--- config.mk ---
export PLATFORM = sky130hd
export DESIGN_NAME = alu_slice_sequencer_flat
export DESIGN_NICKNAME = d
export VERILOG_FILES = /design/src/rtl/slice_seq_pkg.sv /design/src/rtl/alu_slice_sequencer_if.sv /design/src/rtl/slice_chunk_alu.sv /design/src/rtl/alu_slice_sequencer.sv /design/src/flat_wrapper.sv
export SDC_FILE = /design/constraint.sdc
export NUM_CORES = 1
export LEC_CHECK = 0
export ABC_AREA = 0
export BUFFER_PORTS_ARGS = -buffer_cell sky130_fd_sc_hd__buf_4
export CAP_MARGIN = 10
export CORE_AREA = 2 2 123 125
export DETAILED_ROUTE_END_ITERATION = 10
export DIE_AREA = 0 0 125 127
export GPL_ROUTABILITY_DRIVEN = 0
export PLACE_DENSITY = 0.76
export SLEW_MARGIN = 20
export SYNTH_ARGS = -nofsm -noshare
export SYNTH_HDL_FRONTEND = slang
export SYNTH_HIERARCHICAL = 1
export SYNTH_SLANG_ARGS = --single-unit
--- constraint.sdc ---
create_clock -name clk -period 8.95 [get_ports clk]
set_input_delay 1.3425 -clock clk [delete_from_list [all_inputs] [get_ports clk]]
set_output_delay 1.3425 -clock clk [all_outputs]
set_load 0.01 [all_outputs]
--- src/rtl/slice_seq_pkg.sv ---
// Shared op codes, compare verdicts and sequencer state encoding for the ALU slice sequencer.
package slice_seq_pkg;

   localparam logic [2:0] OP_ADD      = 3'b000;
   localparam logic [2:0] OP_RSHIFT   = 3'b001;
   localparam logic [2:0] OP_POPCOUNT = 3'b010;
   localparam logic [2:0] OP_COMPARE  = 3'b011;
   localparam logic [2:0] OP_SUB      = 3'b100;

   typedef enum logic [1:0] {
      CMP_EQ = 2'b00,
      CMP_LT = 2'b01,
      CMP_GT = 2'b10
   } cmp_t;

   typedef enum logic [1:0] {
      ST_IDLE = 2'b00,
      ST_RUN  = 2'b01,
      ST_DONE = 2'b10
   } state_t;

endpackage

--- src/rtl/alu_slice_sequencer_if.sv ---
// Request/result handshake bundle between the register front-end and the slice sequencer.
interface alu_slice_sequencer_if #(parameter int W = 32);
   logic         in_valid;
   logic         in_ready;
   logic [2:0]   op;
   logic [W-1:0] a;
   logic [W-1:0] b;
   logic         out_valid;
   logic         out_ready;
   logic [W-1:0] res;
   logic [1:0]   cmp;
   logic         carry;
   logic         err;

   modport slave (
      input  in_valid, op, a, b, out_ready,
      output in_ready, out_valid, res, cmp, carry, err
   );

   modport master (
      output in_valid, op, a, b, out_ready,
      input  in_ready, out_valid, res, cmp, carry, err
   );
endinterface

--- src/rtl/slice_chunk_alu.sv ---
// Combinational datapath for one chunk of N_P slices. SUB support depends on SLICE_SEQ_SUB_EN.
module slice_chunk_alu
   import slice_seq_pkg::*;
#(
   parameter int CW  = 8,
   parameter int CPW = $clog2(CW + 1)
) (
   input  logic [2:0]    op,
   input  logic [CW-1:0] ca,
   input  logic [CW-1:0] cb,
   input  logic          cin,
   input  logic          fill,
   output logic [CW-1:0] y,
   output logic          cout,
   output logic [CPW-1:0] pc,
   output cmp_t          cmpc
);

   logic [CW:0] sum;

   always_comb begin
      sum = '0;
      case (op)
         OP_ADD:    sum = {1'b0, ca} + {1'b0, cb} + {{CW{1'b0}}, cin};
`ifdef SLICE_SEQ_SUB_EN
         OP_SUB:    sum = {1'b0, ca} + {1'b0, ~cb} + {{CW{1'b0}}, cin};
`endif
         // top bit of sum carries the bit shifted out of this chunk
         OP_RSHIFT: sum = {ca[0], fill, ca[CW-1:1]};
         default:   sum = '0;
      endcase
      y    = sum[CW-1:0];
      cout = sum[CW];
   end

   always_comb begin
      pc = '0;
      for (int i = 0; i < CW; i++) pc = pc + CPW'(ca[i]);
   end

   always_comb begin
      if (ca == cb)     cmpc = CMP_EQ;
      else if (ca < cb) cmpc = CMP_LT;
      else              cmpc = CMP_GT;
   end

endmodule

--- src/rtl/alu_slice_sequencer.sv ---
// Multi-pass ALU over W = N_A*S bits, N_P slices per cycle. Optional SUB via SLICE_SEQ_SUB_EN.
module alu_slice_sequencer
   import slice_seq_pkg::*;
#(
   parameter int S   = 4,
   parameter int N_A = 8,
   parameter int N_P = 2
) (
   input logic                  clk,
   input logic                  rst_n,
   alu_slice_sequencer_if.slave bus
);

   // state | meaning
   // IDLE  | in_ready high, waiting for a request
   // RUN   | one chunk per cycle, chunk index k
   // DONE  | out_valid high, result held until out_ready

   localparam int W   = N_A * S;
   localparam int CW  = N_P * S;
   localparam int P   = N_A / N_P;
   localparam int KW  = (P > 1) ? $clog2(P) : 1;
   localparam int PCW = $clog2(W + 1);
   localparam int CPW = $clog2(CW + 1);

   state_t         state;
   logic [KW-1:0]  k;
   logic [2:0]     op_r;
   logic [W-1:0]   a_r, b_r, res_acc;
   logic           cy_r;
   logic [PCW-1:0] pc_r;

   logic           in_ready_r, out_valid_r, carry_r, err_r;
   logic [W-1:0]   res_r;
   cmp_t           cmp_r;

   logic           is_cmp, last, legal, fill;
   logic [CW-1:0]  ca, cb, y_c;
   logic           cout_c;
   logic [CPW-1:0] pc_c;
   cmp_t           cmp_c;
   logic [W-1:0]   res_next;
   logic [PCW-1:0] pc_next;

   // compare walks chunks MSB-first, everything else LSB-first
   assign is_cmp = (op_r == OP_COMPARE);
   assign ca     = is_cmp ? a_r[W-1 -: CW] : a_r[CW-1:0];
   assign cb     = is_cmp ? b_r[W-1 -: CW] : b_r[CW-1:0];
   assign last   = (k == KW'(P - 1));

   generate
      if (N_A > N_P) begin : g_fill
         assign fill = a_r[CW];
      end else begin : g_nofill
         assign fill = 1'b0;
      end
   endgenerate

`ifdef SLICE_SEQ_SUB_EN
   assign legal = (bus.op <= OP_COMPARE) || (bus.op == OP_SUB);
`else
   assign legal = (bus.op <= OP_COMPARE);
`endif

   slice_chunk_alu #(.CW(CW), .CPW(CPW)) u_chunk (
      .op   (op_r),
      .ca   (ca),
      .cb   (cb),
      .cin  (cy_r),
      .fill (fill),
      .y    (y_c),
      .cout (cout_c),
      .pc   (pc_c),
      .cmpc (cmp_c)
   );

   assign res_next = W'({y_c, res_acc} >> CW);
   assign pc_next  = pc_r + PCW'(pc_c);

   always_ff @(posedge clk or negedge rst_n) begin
      if (!rst_n) begin
         state       <= ST_IDLE;
         k           <= '0;
         op_r        <= '0;
         a_r         <= '0;
         b_r         <= '0;
         res_acc     <= '0;
         cy_r        <= 1'b0;
         pc_r        <= '0;
         in_ready_r  <= 1'b0;
         out_valid_r <= 1'b0;
         res_r       <= '0;
         cmp_r       <= CMP_EQ;
         carry_r     <= 1'b0;
         err_r       <= 1'b0;
      end else begin
         case (state)
            ST_IDLE: begin
               in_ready_r <= 1'b1;
               if (bus.in_valid && in_ready_r) begin
                  in_ready_r <= 1'b0;
                  op_r       <= bus.op;
                  a_r        <= bus.a;
                  b_r        <= bus.b;
                  k          <= '0;
                  res_acc    <= '0;
                  pc_r       <= '0;
`ifdef SLICE_SEQ_SUB_EN
                  cy_r       <= (bus.op == OP_SUB) ? 1'b1 : ((bus.op == OP_RSHIFT) && bus.a[0]);
`else
                  cy_r       <= (bus.op == OP_RSHIFT) && bus.a[0];
`endif
                  if (legal) begin
                     state <= ST_RUN;
                  end else begin
                     state       <= ST_DONE;
                     out_valid_r <= 1'b1;
                     res_r       <= '0;
                     cmp_r       <= CMP_EQ;
                     carry_r     <= 1'b0;
                     err_r       <= 1'b1;
                  end
               end
            end
            ST_RUN: begin
               k       <= k + KW'(1);
               res_acc <= res_next;
               pc_r    <= pc_next;
               if (is_cmp) begin
                  a_r <= a_r << CW;
                  b_r <= b_r << CW;
               end else begin
                  a_r <= a_r >> CW;
                  b_r <= b_r >> CW;
               end
               if (op_r == OP_ADD || op_r == OP_SUB) cy_r <= cout_c;
               if (last || (is_cmp && cmp_c != CMP_EQ)) begin
                  state       <= ST_DONE;
                  out_valid_r <= 1'b1;
                  err_r       <= 1'b0;
                  res_r       <= '0;
                  cmp_r       <= CMP_EQ;
                  carry_r     <= 1'b0;
                  case (op_r)
                     OP_ADD, OP_SUB: begin
                        res_r   <= res_next;
                        carry_r <= cout_c;
                     end
                     OP_RSHIFT: begin
                        res_r   <= res_next;
                        carry_r <= cy_r;
                     end
                     OP_POPCOUNT: res_r <= W'(pc_next);
                     OP_COMPARE:  cmp_r <= cmp_c;
                     default:     res_r <= '0;
                  endcase
               end
            end
            ST_DONE: begin
               if (bus.out_ready) begin
                  out_valid_r <= 1'b0;
                  in_ready_r  <= 1'b1;
                  state       <= ST_IDLE;
               end
            end
            default: state <= ST_IDLE;
         endcase
      end
   end

   assign bus.in_ready  = in_ready_r;
   assign bus.out_valid = out_valid_r;
   assign bus.res       = res_r;
   assign bus.cmp       = cmp_r;
   assign bus.carry     = carry_r;
   assign bus.err       = err_r;

endmodule

--- src/flat_wrapper.sv ---
// flat-port wrapper written by rule: the top's interface ports become plain ports
module alu_slice_sequencer_flat import slice_seq_pkg::*;
#(
   parameter int S   = 4,
   parameter int N_A = 8,
   parameter int N_P = 2
)
  (clk, rst_n, bus_in_valid, bus_op, bus_a, bus_b, bus_out_ready, bus_in_ready, bus_out_valid, bus_res, bus_cmp, bus_carry, bus_err);
  alu_slice_sequencer_if #(.W(32)) bus_i ();
  input logic clk;
  input logic rst_n;
  input wire logic [$bits(bus_i.in_valid)-1:0] bus_in_valid;
  input wire logic [$bits(bus_i.op)-1:0] bus_op;
  input wire logic [$bits(bus_i.a)-1:0] bus_a;
  input wire logic [$bits(bus_i.b)-1:0] bus_b;
  input wire logic [$bits(bus_i.out_ready)-1:0] bus_out_ready;
  output wire logic [$bits(bus_i.in_ready)-1:0] bus_in_ready;
  output wire logic [$bits(bus_i.out_valid)-1:0] bus_out_valid;
  output wire logic [$bits(bus_i.res)-1:0] bus_res;
  output wire logic [$bits(bus_i.cmp)-1:0] bus_cmp;
  output wire logic [$bits(bus_i.carry)-1:0] bus_carry;
  output wire logic [$bits(bus_i.err)-1:0] bus_err;
  assign bus_i.in_valid = bus_in_valid;
  assign bus_i.op = bus_op;
  assign bus_i.a = bus_a;
  assign bus_i.b = bus_b;
  assign bus_i.out_ready = bus_out_ready;
  assign bus_in_ready = bus_i.in_ready;
  assign bus_out_valid = bus_i.out_valid;
  assign bus_res = bus_i.res;
  assign bus_cmp = bus_i.cmp;
  assign bus_carry = bus_i.carry;
  assign bus_err = bus_i.err;
  alu_slice_sequencer #(.S(S), .N_A(N_A), .N_P(N_P)) u_core (.clk(clk), .rst_n(rst_n), .bus(bus_i));
endmodule
==> results of run 1 <==
-- synth_stat cells, types with 3 or more instances --
library cell and number:
nor2_1 80, mux2i_1 19, nand3_1 24, ha_1 23, a21oi_1 56, nand2b_1 8, xor2_1 3, clkbuf_1 24
buf_2 19, o221ai_1 3, a22o_1 11, nor2b_1 5, nand2_1 189, mux2_2 9, dfrtp_1 140, nor3_1 37
nor4bb_1 3, and3_1 11, fa_1 7, inv_1 45, nor4b_1 4, a31oi_1 36, o21ai_0 10, xnor2_1 5
a211oi_1 33, and2_1 34, o21a_1 4, buf_6 4, buf_1 16, mux2_1 4
-- worst paths after layout --
kind	end	slack, ps	cells past startpoint
setup / recovery	u_core/pc_r[5]$_DFFE_PN0P_	2980	19
hold / removal	u_core/bus.res[26]$_DFFE_PN0P_	490	1
setup reg to reg	u_core/pc_r[5]$_DFFE_PN0P_	2980	19
hold reg to reg	u_core/bus.res[26]$_DFFE_PN0P_	490	1
max in group asynchronous	u_core/a_r[8]$_DFFE_PN0P_	6670	2
min in group asynchronous	u_core/bus.res[6]$_DFFE_PN0P_	930	1
-- power by group through the flow --
stage | logic, mW | clock network, mW | registers (mW)
2_1_floorplan | 1.81 | 0 | 1.06
3_3_place_gp | 2.26 | 0 | 1.13
3_5_place_dp | 2.32 | 0 | 1.13
4_1_cts | 2.33 | 0.638 | 1.13
5_1_grt | 2.65 | 0.670 | 1.17
6_report | 2.34 | 0.629 | 1.13
-- metal layers --
layer  global-route usage  part of all wire  routed length [um]
met2               0.3987              0.47                9036
met1               0.3552              0.45                8724
met4              0.06993             0.019                 357
met5                    0                 0                   0
met3              0.05318             0.055                1060
-- registers in the layout, summed over array words and instances (netlist names) --
name / flops
u_core/op_r: 3
u_core/a_r: 32
u_core/bus.out_valid: 1
u_core/pc_r: 6
u_core/bus.carry: 1
u_core/b_r: 32
u_core/bus.res: 32
u_core/bus.in_ready: 1
u_core/state: 2
u_core/bus.err: 1
u_core/cy_r: 1
u_core/res_acc: 24
u_core/bus.cmp: 2
u_core/k: 2
-- area by class of cell --
class                   count  area (sq um)
clock buffers              26         469.2
clock inverters             3         40.04
fillers                  1249          5261
inverters                  45         168.9
multi-input cells         652          3876
flip-flops and latches    140          3503
well taps                 184         230.2
repair buffers            116         874.6
-- through the flow --
stage                     cell area (sq um)    util  worst slack (ps)  hold slack (ps)
after global placement                 8653  0.5999              3133            475.2
after global routing                   9163  0.6352              2590            514.7
final                                  9163  0.6352              2977            489.5
after detailed placement               8653  0.5999              3048            481.2
after CTS                              9163  0.6352              3029            492.9
after floorplan                        7812       -              4041            455.5
-- critical path, cell delays in order (launching register included) --
cell,delay [ps]
dfrtp_1,950
inv_1,270
nor2_4,160
buf_4,550
nand2_1,120
nand2_1,210
inv_1,90
fa_1,560
fa_1,440
fa_1,440
inv_1,70
ha_1,150
inv_1,60
fa_1,440
xnor2_1,150
ha_1,340
and3_1,180
a221o_1,360
nand2b_1,160
a31oi_1,170
-- cells by family after synthesis --
kind of cell    share of synthesized area
compound gates                     0.1478
fa+ha+maj                         0.05477
xor+xnor                         0.008969
buf+inv                           0.06038
simple gates                       0.2365
flops                              0.4484
mux                               0.04308
==> results.cfg, run 1 <==
[outcome]
outcome = completed

[clocking]
clkSinkCount = 140
clkSlewWorstSetupHoldPaths_ps = 60
cts_buffers = 17
h-tree-depth = 4
cts_setup_buffers = 0
cts.path.max_buffers = 2
cts_tree = yes
clk_latency_ps = 420
cts_hold_buf = 0
cts_resized = 0
cts-root-buf = clkbuf_16

[global_route]
grt_max_degree = 76
gr-total-overflow = 0
grt_pass1_wl_um = 32420
grt_pass1_vias = 6498
grt_use_total = 0.2517
antenna_found_initial = 0

[detailed_routing]
drtPass1Iterations = 5
drc = 0
first_iter_violations = 554
avgViaCountPerCell = 5.756
drtAntennaViolNets = 0
vias = 6712
post_drt_wl_per_cell_um = 16.45
wirelength_um = 19180

[logic_synthesis]
netlist.area_leader.share = 0.4484
avgSynthCellArea_sq_um = 8.661
yosysUniqueCellTypes = 57
synth_seq_cells = 140
synth_flop_cell = dfrtp_1
seq_area_frac_synth = 0.4484
syn-instance-count = 902
synth_area_leaders = dfrtp_1 45%, nand2_1 9.1%, nor2_1 3.8%
syn_nets = 1003
async_reset_ff_frac = 1.000
ys_warn_count = 6
yosysTopAreaCell = dfrtp_1
synth_edf_count = 0
synth_area_sq_mm = 0.007812

[cells_and_area]
diodes = 0
area_delta_synth_final_pct = 17.28
final_common_cell = nand2_1
fin_cells = 1166
layout.nets = 1073
drive_above_1_share = 0.1589
most-common-layout-cells = 189 x nand2_1, 140 x dfrtp_1, 115 x buf_4

[critical_path]
path_class = register to register
critPathLaunchType = register
critical_path_arrival_ps = 6310
critPathLaunch = u_core/op_r[0]$_DFFE_PN0P_
cp_max_fo = 66
required_ps = 9290
crit_path_end_kind = register
r2r_start = u_core/op_r[0]$_DFFE_PN0P_

[power]
powerDensity_mw_per_mm2 = 448.1
swShare = 0.4500
power_leakage_nw = 4.361
p_sw_mw = 1.847
irDropWorstVdd_uv = 298.5
p_int_mw = 2.258
power_frac_comb = 0.571
p_clk_frac = 0.153
seqPwrFrac = 0.276
fin_total_pwr_mw = 4.105

[die]
die_area_sq_mm = 0.01588
io_pins = 109
coreArea_sq_mm = 0.01442
std_cell_rows = 44
start_util = 0.5416
die_w_um = 125
chipHeight_um = 127

[sta]
fmax_mhz = 167.4
worst_slew_pin_slew_ps = 935.0
rsz0062_at_grt = false
min_period_over_period = 0.6673
hold_viol_final = 0
fin_crit_ps = 5973
maxSlewHeadroom = 0.3767
finalSetupViolCount = 0
fin_skew_ps = 5.857
drv_slew = 0
tns_ps = 0

[placement]
hpwl_um = 12630
port_buffers = 108
dp.cells = 1137

[hold_path]
worstHoldStart = u_core/bus.res[26]$_DFFE_PN0P_
hold_path.class = register to register

[run]
maxCapViolCount = 0
Power figures use the tool's default switching activity.
==> inputs of run 2 (changes only) <==
--- a/config.mk
+++ b/config.mk
@@ -5,14 +5,14 @@
 export SDC_FILE = /design/constraint.sdc
 export NUM_CORES = 1
 export LEC_CHECK = 0
-export ABC_AREA = 0
+export ABC_AREA = 1
 export BUFFER_PORTS_ARGS = -buffer_cell sky130_fd_sc_hd__buf_4
 export CAP_MARGIN = 10
-export CORE_AREA = 2 2 123 125
+export CORE_AREA = 2 2 122 124
 export DETAILED_ROUTE_END_ITERATION = 10
-export DIE_AREA = 0 0 125 127
+export DIE_AREA = 0 0 124 126
 export GPL_ROUTABILITY_DRIVEN = 0
-export PLACE_DENSITY = 0.76
+export PLACE_DENSITY = 0.77
 export SLEW_MARGIN = 20
 export SYNTH_ARGS = -nofsm -noshare
 export SYNTH_HDL_FRONTEND = slang
==> constraint.sdc (replaced) <==
create_clock -name clk -period 5.8 [get_ports clk]
set_input_delay 0.87 -clock clk [delete_from_list [all_inputs] [get_ports clk]]
set_output_delay 0.87 -clock clk [all_outputs]
set_load 0.01 [all_outputs]
==> results.cfg, run 2 <==
[outcome]
outcome = completed

[logic_synthesis]
async_reset_ff_frac = 1.000
yosysMostFrequentCell = nand2_1
syn-instance-count = 980
synth_common_cells = 215 x nand2_1, 161 x o21ai_0, 140 x dfrtp_1
synth_edf_count = 0
ys_warn_count = 6
synth_area_leaders = dfrtp_1 45%, nand2_1 10%, o21ai_0 10%
synth_area_sq_mm = 0.007752
netlist.area_leader.share = 0.4519
synth_flop_cell = dfrtp_1
avgSynthCellArea_sq_um = 7.911
yosysUniqueCellTypes = 38
syn_nets = 1081
yosysTopAreaCell = dfrtp_1
seq_area_frac_synth = 0.4519
synth_seq_cells = 140

[placement]
port_buffers = 108
dp.cells = 1222
hpwl_um = 12680

[power]
powerDensity_mw_per_mm2 = 673.4
irDropWorstVdd_uv = 342.3
power_leakage_nw = 4.491
fin_total_pwr_mw = 6.134

[sta]
rsz0062_at_grt = false
fin_skew_ps = 7.324
hold_viol_final = 0
finalSetupViolCount = 0
maxSlewHeadroom = 0.4298
drv_slew = 0
worst_slew_pin_slew_ps = 854.1
tns_ps = 0
fmax_mhz = 204.3
fin_crit_ps = 4895
min_period_over_period = 0.8439
fin_hold_ws_ps = 475.9

[global_route]
antenna_found_initial = 0
grt_pass1_vias = 6583
grt_use_total = 0.2568
gr-total-overflow = 0
grt_max_degree = 86
grt_pass1_wl_um = 31680

[cells_and_area]
most-common-layout-cells = 215 x nand2_1, 161 x o21ai_0, 140 x dfrtp_1
area_delta_synth_final_pct = 17.51
fin_cells = 1253
diodes = 0
fillCellCount = 1291
layout.nets = 1158
final_common_cell = nand2_1
drive_above_1_share = 0.1562

[critical_path]
cp_common_cell = nand2_1
path_class = register to register
critical_path_arrival_ps = 5250
cp_max_fo = 65
critical_path_buf_inv_count = 5
cp_top_family = adder cells
path_cells = nand2_1 -> nor2_4 -> buf_4 -> nand2_1 -> o21ai_0 -> inv_1 -> fa_1 -> fa_1 -> inv_1 -> ha_1 -> inv_1 -> fa_1 -> inv_1 -> fa_1 -> xor2_1 -> nand2_1 -> o21ai_0 -> nand2_1 -> nand2_1
cp_slowest_cell = fa_1
critPathLaunchType = register
cp_slowest_stage_delay_ps = 560
required_ps = 6160
crit_path_end_kind = register

[detailed_routing]
wirelength_um = 18650
post_drt_wl_per_cell_um = 14.88
avgViaCountPerCell = 5.441
drtPass1Iterations = 5
first_iter_violations = 490
vias = 6818
drtAntennaViolNets = 0
drc = 0

[run]
maxCapViolCount = 0

[clocking]
cts_hold_buf = 0
cts_resized = 0
cts-root-buf = clkbuf_16
cts_tree = yes
clkSlewWorstSetupHoldPaths_ps = 60
h-tree-depth = 4
cts_buffers = 17
cts.path.max_buffers = 2
clkSinkCount = 140
cts_setup_buffers = 0
clk_latency_ps = 420

[die]
std_cell_rows = 44
chipHeight_um = 126
start_util = 0.5416
coreArea_sq_mm = 0.01431
die_area_sq_mm = 0.01562
die_w_um = 124
io_pins = 109

[hold_path]
hold_path.class = input port to asynchronous set/reset pin
==> run 2: final cells by class <==
cell class,instances,area [sq um],area share
clock buffers,23,447.9,0.04917
clock inverters,8,95.09,0.01044
multi-input cells,643,3437,0.3773
flip-flops and latches,140,3503,0.3846
repair buffers,116,874.6,0.09600
well taps,184,230.2,0.02527
inverters,139,521.8,0.05727
==> run 2: through the flow <==
step | utilization | cell area (sq um) | setup slack, ps
after global placement | 0.5985 | 8567 | 1084
after CTS | 0.6365 | 9110 | 910.7
after detailed placement | 0.5985 | 8567 | 937.4
after global routing | 0.6365 | 9110 | 487.2
after floorplan | - | 7752 | 1133
final | 0.6365 | 9110 | 905.2
==> run 2: logic make-up (layout without fill, tap and decap cells) <==
kind of cell             Yosys count  after routing  share of synthesized area
AND/OR/NAND/NOR                  343            343                     0.1927
buffers and inverters            197            286                     0.1052
adder cells (fa/ha/maj)           30             30                    0.05520
flip-flops                       140            140                     0.4519
AO/OA/AOI/OAI                    268            268                     0.1927
XOR/XNOR                           2              2                   0.002260
==> run 2: per-layer routing <==
metal | GRT usage | vias up | wire length (um)
met4 | 0.09187 | 0 | 432
met5 | 0 | - | 0
met1 | 0.3518 | 3200 | 8157
met3 | 0.04167 | 33 | 970
met2 | 0.4131 | 213 | 9086
li1 | - | 3372 | -
==> run 2: where the power goes <==
group	switching [mW]	internal (mW)	total [mW]	leakage, nW
sequential	0.199	1.35	1.55	1.76
combinational	2.30	1.27	3.57	2.47
clock	0.390	0.626	1.02	0.261
==> run 2: path summary, 6_finish.rpt <==
kind                                       startpoint                             end  slack, ps  depth (start not counted)
setup / recovery           u_core/op_r[0]$_DFFE_PN0P_   u_core/bus.res[2]$_DFFE_PN0P_        910                         19
hold / removal                                  rst_n  u_core/bus.res[23]$_DFFE_PN0P_        480                          1
setup reg to reg           u_core/op_r[0]$_DFFE_PN0P_   u_core/bus.res[2]$_DFFE_PN0P_        910                         19
hold reg to reg               u_core/k[0]$_DFFE_PN0P_         u_core/k[0]$_DFFE_PN0P_        480                          1
max in group asynchronous                       rst_n      u_core/a_r[18]$_DFFE_PN0P_       4130                          2
min in group clk              u_core/k[0]$_DFFE_PN0P_         u_core/k[0]$_DFFE_PN0P_        480                          1
